--- src/rtl/temp_zone_monitor.sv ---
// temp_zone_monitor: registered temperature supervisor.
// Classifies valid samples into COLD / COOL / OK / HOT, applies exit hysteresis
// against the committed zone, debounces zone changes, pulses zone_evt on each
// committed change and tracks min/max since reset or the last stat_clr.
module temp_zone_monitor #(
    parameter int WIDTH    = 8,
    parameter int LOW_TH   = 90,
    parameter int BAND_LO  = 97,
    parameter int BAND_HI  = 100,
    parameter int HYST     = 2,
    parameter int DEBOUNCE = 4
) (
    input  logic             clk,
    input  logic             rst_n,
    input  logic             temp_valid,
    input  logic [WIDTH-1:0] temperature,
    input  logic             stat_clr,
    output logic [1:0]       zone,
    output logic             temp_high,
    output logic             temp_state,
    output logic             temp_low,
    output logic             zone_evt,
    output logic [WIDTH-1:0] temp_max,
    output logic [WIDTH-1:0] temp_min
);

    // Zone encoding matches the external zone output.
    typedef enum logic [1:0] {
        ZONE_OK   = 2'd0,
        ZONE_COOL = 2'd1,
        ZONE_COLD = 2'd2,
        ZONE_HOT  = 2'd3
    } zone_e;

    // Debounce counter only needs to count up to DEBOUNCE-1 before committing.
    localparam int CNT_W = (DEBOUNCE < 2) ? 1 : $clog2(DEBOUNCE + 1);
    localparam logic [CNT_W-1:0] CNT_ONE  = CNT_W'(1);
    localparam logic [CNT_W-1:0] CNT_LAST = CNT_W'((DEBOUNCE > 0) ? DEBOUNCE - 1 : 0);

    // Thresholds carried one bit wider than the sample so LOW_TH+HYST and
    // BAND_LO+HYST never wrap.
    localparam logic [WIDTH:0] LOW_TH_C    = (WIDTH + 1)'(LOW_TH);
    localparam logic [WIDTH:0] BAND_LO_C   = (WIDTH + 1)'(BAND_LO);
    localparam logic [WIDTH:0] BAND_HI_C   = (WIDTH + 1)'(BAND_HI);
    localparam logic [WIDTH:0] HOT_EXIT_C  = (WIDTH + 1)'(BAND_HI - HYST);
    localparam logic [WIDTH:0] COLD_EXIT_C = (WIDTH + 1)'(LOW_TH + HYST);
    localparam logic [WIDTH:0] COOL_EXIT_C = (WIDTH + 1)'(BAND_LO + HYST);

    localparam logic [WIDTH-1:0] MIN_INIT = {WIDTH{1'b1}};
    localparam logic [WIDTH-1:0] MAX_INIT = '0;

    // ------------------------------------------------------------------
    // Elaboration-time parameter sanity checks
    // ------------------------------------------------------------------
    if (!(LOW_TH < BAND_LO && BAND_LO <= BAND_HI)) begin : g_chk_order
        $error("temp_zone_monitor: thresholds must satisfy LOW_TH < BAND_LO <= BAND_HI");
    end
    if (DEBOUNCE < 1) begin : g_chk_debounce
        $error("temp_zone_monitor: DEBOUNCE must be at least 1");
    end
    if (!(BAND_HI + 1 < 2 ** WIDTH)) begin : g_chk_width
        $error("temp_zone_monitor: BAND_HI+1 must be representable in WIDTH bits");
    end
    if (HYST < 0 || HYST > BAND_HI - BAND_LO) begin : g_chk_hyst
        $error("temp_zone_monitor: HYST must lie in 0..BAND_HI-BAND_LO");
    end

    // ------------------------------------------------------------------
    // State
    // ------------------------------------------------------------------
    zone_e             zone_q;
    zone_e             pending_q;
    logic [CNT_W-1:0]  cnt_q;
    logic              zone_evt_q;
    logic [WIDTH-1:0]  max_q;
    logic [WIDTH-1:0]  min_q;

    logic [WIDTH:0]    temp_ext;
    zone_e             raw_zone;
    zone_e             cand_zone;
    logic              cnt_at_limit;

    assign temp_ext     = {1'b0, temperature};
    assign cnt_at_limit = (cnt_q >= CNT_LAST);

    // Raw classification of the current sample against the fixed thresholds.
    always_comb begin
        // NOTE: default assignment first so every path drives raw_zone; otherwise a latch is inferred.
        raw_zone = ZONE_OK;
        if (temp_ext < LOW_TH_C) begin
            raw_zone = ZONE_COLD;
        end else if (temp_ext < BAND_LO_C) begin
            raw_zone = ZONE_COOL;
        end else if (temp_ext <= BAND_HI_C) begin
            raw_zone = ZONE_OK;
        end else begin
            raw_zone = ZONE_HOT;
        end
    end

    // Candidate zone: raw zone with exit hysteresis relative to the committed zone.
    always_comb begin
        cand_zone = raw_zone;
        unique case (zone_q)
            ZONE_HOT: begin
                // Leaving HOT needs the sample HYST below the band top.
                if (temp_ext > HOT_EXIT_C) begin
                    cand_zone = ZONE_HOT;
                end
            end
            ZONE_COLD: begin
                // Leaving COLD needs the sample HYST above the cold threshold.
                if (temp_ext < COLD_EXIT_C) begin
                    cand_zone = ZONE_COLD;
                end
            end
            ZONE_COOL: begin
                // COOL->COLD is immediate; COOL->OK needs HYST margin into the band.
                if (raw_zone == ZONE_OK && temp_ext < COOL_EXIT_C) begin
                    cand_zone = ZONE_COOL;
                end
            end
            ZONE_OK: begin
                cand_zone = raw_zone;
            end
        endcase
    end

    // Debounce FSM: commit a new zone after DEBOUNCE consecutive agreeing valid samples.
    always_ff @(posedge clk or negedge rst_n) begin
        if (!rst_n) begin
            zone_q     <= ZONE_OK;
            pending_q  <= ZONE_OK;
            cnt_q      <= '0;
            zone_evt_q <= 1'b0;
        end else begin
            // NOTE: non-blocking assignments for all state so every register samples pre-edge values.
            zone_evt_q <= 1'b0;
            if (temp_valid) begin
                if (cand_zone == zone_q) begin
                    // Sample agrees with the committed zone: any pending change is abandoned.
                    cnt_q <= '0;
                end else if (cand_zone != pending_q) begin
                    // New direction: restart counting towards this candidate.
                    pending_q <= cand_zone;
                    if (DEBOUNCE == 1) begin
                        zone_q     <= cand_zone;
                        cnt_q      <= '0;
                        zone_evt_q <= 1'b1;
                    end else begin
                        cnt_q <= CNT_ONE;
                    end
                end else if (cnt_at_limit) begin
                    // This sample completes the debounce run.
                    zone_q     <= pending_q;
                    cnt_q      <= '0;
                    zone_evt_q <= 1'b1;
                end else begin
                    cnt_q <= cnt_q + CNT_ONE;
                end
            end
        end
    end

    // Min/max trackers; a coincident clear and sample seeds both with the sample.
    always_ff @(posedge clk or negedge rst_n) begin
        if (!rst_n) begin
            max_q <= MAX_INIT;
            min_q <= MIN_INIT;
        end else if (stat_clr) begin
            if (temp_valid) begin
                max_q <= temperature;
                min_q <= temperature;
            end else begin
                max_q <= MAX_INIT;
                min_q <= MIN_INIT;
            end
        end else if (temp_valid) begin
            if (temperature > max_q) begin
                max_q <= temperature;
            end
            if (temperature < min_q) begin
                min_q <= temperature;
            end
        end
    end

    // Outputs decode only registered state, so no combinational path from the inputs.
    assign zone       = zone_q;
    assign temp_high  = (zone_q != ZONE_OK);
    assign temp_state = (zone_q == ZONE_HOT);
    assign temp_low   = (zone_q == ZONE_COLD);
    assign zone_evt   = zone_evt_q;
    assign temp_max   = max_q;
    assign temp_min   = min_q;

endmodule

--- config.mk ---
export PLATFORM = sky130hd
export DESIGN_NAME = temp_zone_monitor
export DESIGN_NICKNAME = d
export VERILOG_FILES = /design/src/rtl/temp_zone_monitor.sv
export SDC_FILE = /design/constraint.sdc
export NUM_CORES = 1
export LEC_CHECK = 0
export CORE_ASPECT_RATIO = 0.5
export CORE_UTILIZATION = 40
export CTS_CLUSTER_DIAMETER = 80
export DETAILED_ROUTE_END_ITERATION = 16
export HOLD_SLACK_MARGIN = 0.08
export PLACE_DENSITY = 0.67
export SLEW_MARGIN = 20
export SYNTH_ARGS = -nofsm -noshare
export SYNTH_HDL_FRONTEND = slang
export SYNTH_SLANG_ARGS = --single-unit
--- constraint.sdc ---
create_clock -name clk -period 2.1 [get_ports clk]
set_input_delay 0.42 -clock clk [delete_from_list [all_inputs] [get_ports clk]]
set_output_delay 0.42 -clock clk [all_outputs]
set_load 0.03 [all_outputs]
==> impl_metrics.ini, run 1 <==
[pwr]
p_leak_nw = 1.27
swShare = 0.413
power_frac_clock = 0.124
total_power_mw = 2.64
ir_drop_uv = 446
seq_power_share = 0.277
power_density_mw_per_mm2 = 993
p_switching_mw = 1.09
combPwrFrac = 0.599
internal-power_mw = 1.55

[logic_synthesis]
synthFlopType = dfrtp_1
synth-seq-area-share = 0.357
async_reset_ff_frac = 1.00
synth-edff-count = 0
yosysWarnings = 0
postSynthAreaPerCell_um2 = 9.29
yosysUniqueCellTypes = 48
synthTopCellsByArea = dfrtp_1, ha_1, dfstp_2
synth_common_cells = a21oi_1, inv_1, ha_1, nor2_1, dfrtp_1
synth_top_area_share = 0.234
synth_largest_area_cell = dfrtp_1
synth-seq-cells = 24
synth_area_mm2 = 0.00171
postSynthCellCount = 184
synthesis.nets = 213

[global_route]
grt_pass1_vias = 1471
grt_pass1_wl_um = 6980
grt_start_max_net_pins = 25
gr-max-usage-layer = met2
globalRouteTotalUtil = 0.205
met1_usage = 0.278
use_met3 = 0.0358
grt_use_met2 = 0.357
antenna_found_initial = 0
gr-total-overflow = 0

[timing]
whs_ps = 480
hold_viol_final = 0
post-route-period-util = 1.20
fin_worst_skew_ps = 3.70
relSlewSlack = 0.543
fin_tns_setup_ps = -3040
layout_setup_ws_ps = -415
setup_viol = 16
max_freq_ghz = 0.398
maxSlewViolCount = 0
fin_crit_ps = 2510
rsz0062_at_grt = yes
worst_pin_slew_ps = 681

[clock_tree]
cts_buffers = 3
clock_latency_ps = 270
clockRootBuffer = clkbuf_8
htree_levels = 1
cts_buffer_depth = 2
cts_num_sinks = 24
hold_buffers = 0
cts.reportedPaths.clkPinSlew_ps = 90
cts_tree = yes

[worst_setup_path]
critPathLaunchType = primary input
slowest_delay_ps = 500
path_class = in -> reg
crit_path_max_fanout = 3
path_cells = buf_8 > or4b_1 > or4_4 > a21boi_4 > and3_4 > xnor2_4 > nor4_4 > mux2_4
critPathTopFamily = simple AND/OR/NAND/NOR gates
crit_buf_inv = 1
slowest_stage = or4b_1
cp-end-kind = flip-flop
worstPathRequired_ps = 2260
crit_cells = 8
r2r_cells = 8
arrival_ps = 2680

[routing]
postRouteAntennaNets = 0
drc = 0
num_vias = 1673
dr.pass1.iters = 4
drt_iter0_drc = 80
post_drt_via_cell_ratio = 5.31
drt_wl_total_um = 4740
routedWlPerCell_um = 15.1

[final_layout]
drive_above_1_share = 0.402
final-seq-area_um2 = 612
multi_input_area_mm2 = 0.00119
syn_to_final_growth_pct = 55.8
fin_nets = 291
final_cells = 315
nFillCells = 326
antennaDiodeCount = 0

[floorplanning]
dieHeight_um = 48.2
ios = 34
start_util = 0.427
rows = 16
dieArea_mm2 = 0.00455
core_area_mm2 = 0.00400
die_w_um = 94.4

[min_path]
min_path_cells = 3
hp-class = in -> reg

[run_status]
outcome = finished with violations
violations = negative setup slack

[place]
place_hpwl_um = 3360
port_buffers = 33
gp_congestion = 0.916
placed_cells = 302

[flow_run]
maxCapViolations = 0
-- kinds of logic (layout without fill, tap and decap cells) --
family,count (synthesis),count (layout),share of synthesized area
DFF,24,24,0.357
adders and majority gates,17,17,0.124
AOI/OAI and AO/OA,64,64,0.268
buffers and inverters,24,101,0.0549
and+or+nand+nor,50,50,0.161
muxes,3,3,0.0198
xor gates and xnor gates,2,2,0.0146
-- worst reg2reg max path, delay by kind of cell, from the launching register on --
family                   cells  cell delay [ps]
AO/OA/AOI/OAI                6             1320
flip-flops                   1              550
adder cells (fa/ha/maj)      1              200
buffers and inverters        1               50
-- per-layer routing --
layer / vias to the layer above / part of all wire / wire, um
met5: - / 0 / 0
met4: 0 / 0.0080 / 38
met3: 6 / 0.028 / 135
met2: 27 / 0.46 / 2200
met1: 808 / 0.50 / 2370
li1: 832 / - / -
-- power groups by stage --
stage	clock network (mW)	registers [mW]	logic, mW
2_1_floorplan	0	0.877	0.653
3_3_place_gp	0	0.727	1.34
3_5_place_dp	0	0.730	1.36
4_1_cts	0.340	0.728	1.43
5_1_grt	0.354	0.750	1.71
6_report	0.328	0.732	1.58
-- flip-flops by register name, summed over array words and instances, names as in the netlist --
register and cells:
cnt_q 3, temp_min 8, zone 2, pending_q 2, temp_max 8, zone_evt 1
-- worst paths after layout --
check                              end           start  slack, ps
max in group asynchronous  temp_min[0]           rst_n       1290
max                            zone[0]  temperature[3]       -410
min                        temp_max[0]  temperature[0]        480
min reg2reg                temp_min[4]     temp_min[4]        520
max reg2reg                temp_min[1]     temp_min[1]        -90
min in group asynchronous      zone[0]           rst_n        510
-- through the flow --
stage                     setup slack (ps)  utilization  area [um^2]
after global routing                  -476        0.665         2660
after detailed placement             -1070        0.592         2370
after global placement               -1020        0.592         2370
final                                 -415        0.665         2660
after floorplan                       -468            -         1740
after CTS                             -553        0.633         2540
-- area by class of cell --
class,count,share of cell area
multi-input combinational,136,0.447
tap,54,0.0254
sequential,24,0.230
inverter,21,0.0296
clock buffer,4,0.0207
timing repair buffer,76,0.248
-- placed cells by master (no fill, tap or decap), drive strengths merged, types with 4 or more instances in the layout --
master / synthesis / routed
dlymetal6s2s: 0 / 4
a21o: 5 / 5
nand2: 8 / 8
nand3: 5 / 5
inv: 21 / 21
clkdlybuf4s50: 0 / 21
clkbuf: 2 / 4
dfrtp: 16 / 16
a21oi: 21 / 21
a22o: 8 / 8
buf: 1 / 47
o21ai: 6 / 6
dfstp: 8 / 8
ha: 17 / 17
nor2: 17 / 17
-- repair_timing --
action | 4_1_cts | 5_1_grt
endpoints found under the setup margin | 26 | 25
setup buffers | 4 | 6
gates resized for setup | 41 | 27
pin swaps | 15 | 17
No activity file was read; power rests on OpenSTA's default activity.
==> inputs of run 2 (changes only) <==
--- a/config.mk
+++ b/config.mk
@@ -10,7 +10,9 @@
 export CTS_CLUSTER_DIAMETER = 80
 export DETAILED_ROUTE_END_ITERATION = 16
 export HOLD_SLACK_MARGIN = 0.08
+export MAX_ROUTING_LAYER = met4
 export PLACE_DENSITY = 0.67
+export RECOVER_POWER = 50
 export SLEW_MARGIN = 20
 export SYNTH_ARGS = -nofsm -noshare
 export SYNTH_HDL_FRONTEND = slang
==> run 2 against run 1 <==
  * The flow still finishes with violations (negative setup slack)
  * Die area did not move
  * Highest routed layer unchanged
  * Register-to-register slack about the same
  * Sequential power about the same
  * Routed wire length decreased by 0.27%
  * Cell area shrank 0.14%
  * Core utilization decreased by 0.094 points
  * Critical path type unchanged
  * Combinational power about the same
  * Setup slack got worse by 1.7 ps
  * Clock power is essentially flat
  * Critical path depth unchanged
==> impl_metrics.ini, run 2 (same netlist as run 1, synthesis figures left out) <==
[routing]
dr.pass1.iters = 4
post_drt_via_cell_ratio = 5.38
drt_iter0_drc = 75
drc = 0
num_vias = 1695
routedWlPerCell_um = 15.0
drt_wl_total_um = 4730
postRouteAntennaNets = 0

[place]
gp_congestion = 0.932
port_buffers = 33
dpl_cell_area_mm2 = 0.00237
placed_cells = 302
place_hpwl_um = 3360

[timing]
maxSlewViolCount = 0
setup_viol = 16
worst_pin_slew_ps = 1420
relSlewSlack = 0.0515
post-route-period-util = 1.20
layout_setup_ws_ps = -416
fin_crit_ps = 2520
fin_tns_setup_ps = -3070
rsz0062_at_grt = yes
hold_viol_final = 0
whs_ps = 479
max_freq_ghz = 0.397
fin_worst_skew_ps = 3.70

[global_route]
gr-total-overflow = 0
antenna_found_initial = 0
grt_pass1_vias = 1467
grt_pass1_wl_um = 6990
grt_start_max_net_pins = 25
globalRouteTotalUtil = 0.212

[flow_run]
maxCapViolations = 0

[clock_tree]
hold_buffers = 0
cts_buffers = 3
clockRootBuffer = clkbuf_8
clock_latency_ps = 270
cts_buffer_depth = 2
cts_tree = yes
htree_levels = 1
cts_num_sinks = 24
cts.reportedPaths.clkPinSlew_ps = 90

[run_status]
violations = negative setup slack
outcome = finished with violations

[final_layout]
antennaDiodeCount = 0
layout_common_cells = buf_4, clkdlybuf4s50_1, inv_1, nor2_1, dfrtp_1
final_common_cell = buf_4
utilization = 0.664
drive_above_1_share = 0.398
nFillCells = 325
fin_nets = 291
final_cells = 315
post-route-cell-area_mm2 = 0.00266
syn_to_final_growth_pct = 55.6

[floorplanning]
core_area_mm2 = 0.00400
die_w_um = 94.4
start_util = 0.427
ios = 34
dieArea_mm2 = 0.00455
rows = 16
dieHeight_um = 48.2

[pwr]
ir_drop_uv = 446
p_leak_nw = 1.27
power_density_mw_per_mm2 = 993

[worst_setup_path]
critPathLaunchType = primary input
path_class = in -> reg
arrival_ps = 2680
cp-end-kind = flip-flop
worstPathRequired_ps = 2260
crit_path_max_fanout = 3

[min_path]
hp-class = in -> reg
run 2: stage by stage:
step	setup WS, ps	power [mW]
floorplan	-468	1.53
global placement	-1020	2.06
detailed placement	-1070	2.09
CTS	-553	2.50
global route	-478	2.82
finish	-416	2.64
run 2: power breakdown:
group	switching (mW)	total, mW	internal, mW
registers	0.125	0.731	0.606
logic	0.804	1.58	0.777
clock network	0.160	0.327	0.168
total	1.09	2.64	1.55
run 2: repair_timing:
| action | CTS | global route |
|---|---|---|
| resized for setup | 41 | 27 |
| pin swaps | 15 | 17 |
| setup endpoints to repair | 26 | 25 |
| buffers inserted | 4 | 6 |
run 2: critical path, cell delays in order:
cell	delay, ps
buf_8	90
or4b_1	500
or4_4	460
a21boi_4	170
and3_4	230
xnor2_4	70
nor4_4	380
mux2_4	340
run 2: worst paths after layout:
kind | startpoint | endpoint | slack (ps) | cells past startpoint
min in group asynchronous | rst_n | zone[0] | 1000 | 2
worst min-delay path | temperature[0] | temp_max[0] | 480 | 3
worst max-delay path | temperature[3] | zone[0] | -420 | 8
max in group asynchronous | rst_n | temp_max[1] | 170 | 2
worst min register to register | temp_min[4] | temp_min[4] | 520 | 2
worst max register to register | temp_min[1] | temp_min[5] | -90 | 8
run 2: per-layer routing:
metal | wire length (um) | track usage | vias up
met5 | 0 | - | -
met4 | 33 | 0.0369 | 0
met3 | 125 | 0.0358 | 6
met2 | 2240 | 0.357 | 29
met1 | 2330 | 0.278 | 825
li1 | - | - | 835
run 2: final cells by class:
type	count	area, um^2	area share
multi-input cells	136	1190	0.448
repair buffers	76	656	0.247
flip-flops and latches	24	612	0.230
inverters	21	78.8	0.0296
well taps	54	67.6	0.0254
clock buffers	4	55.1	0.0207
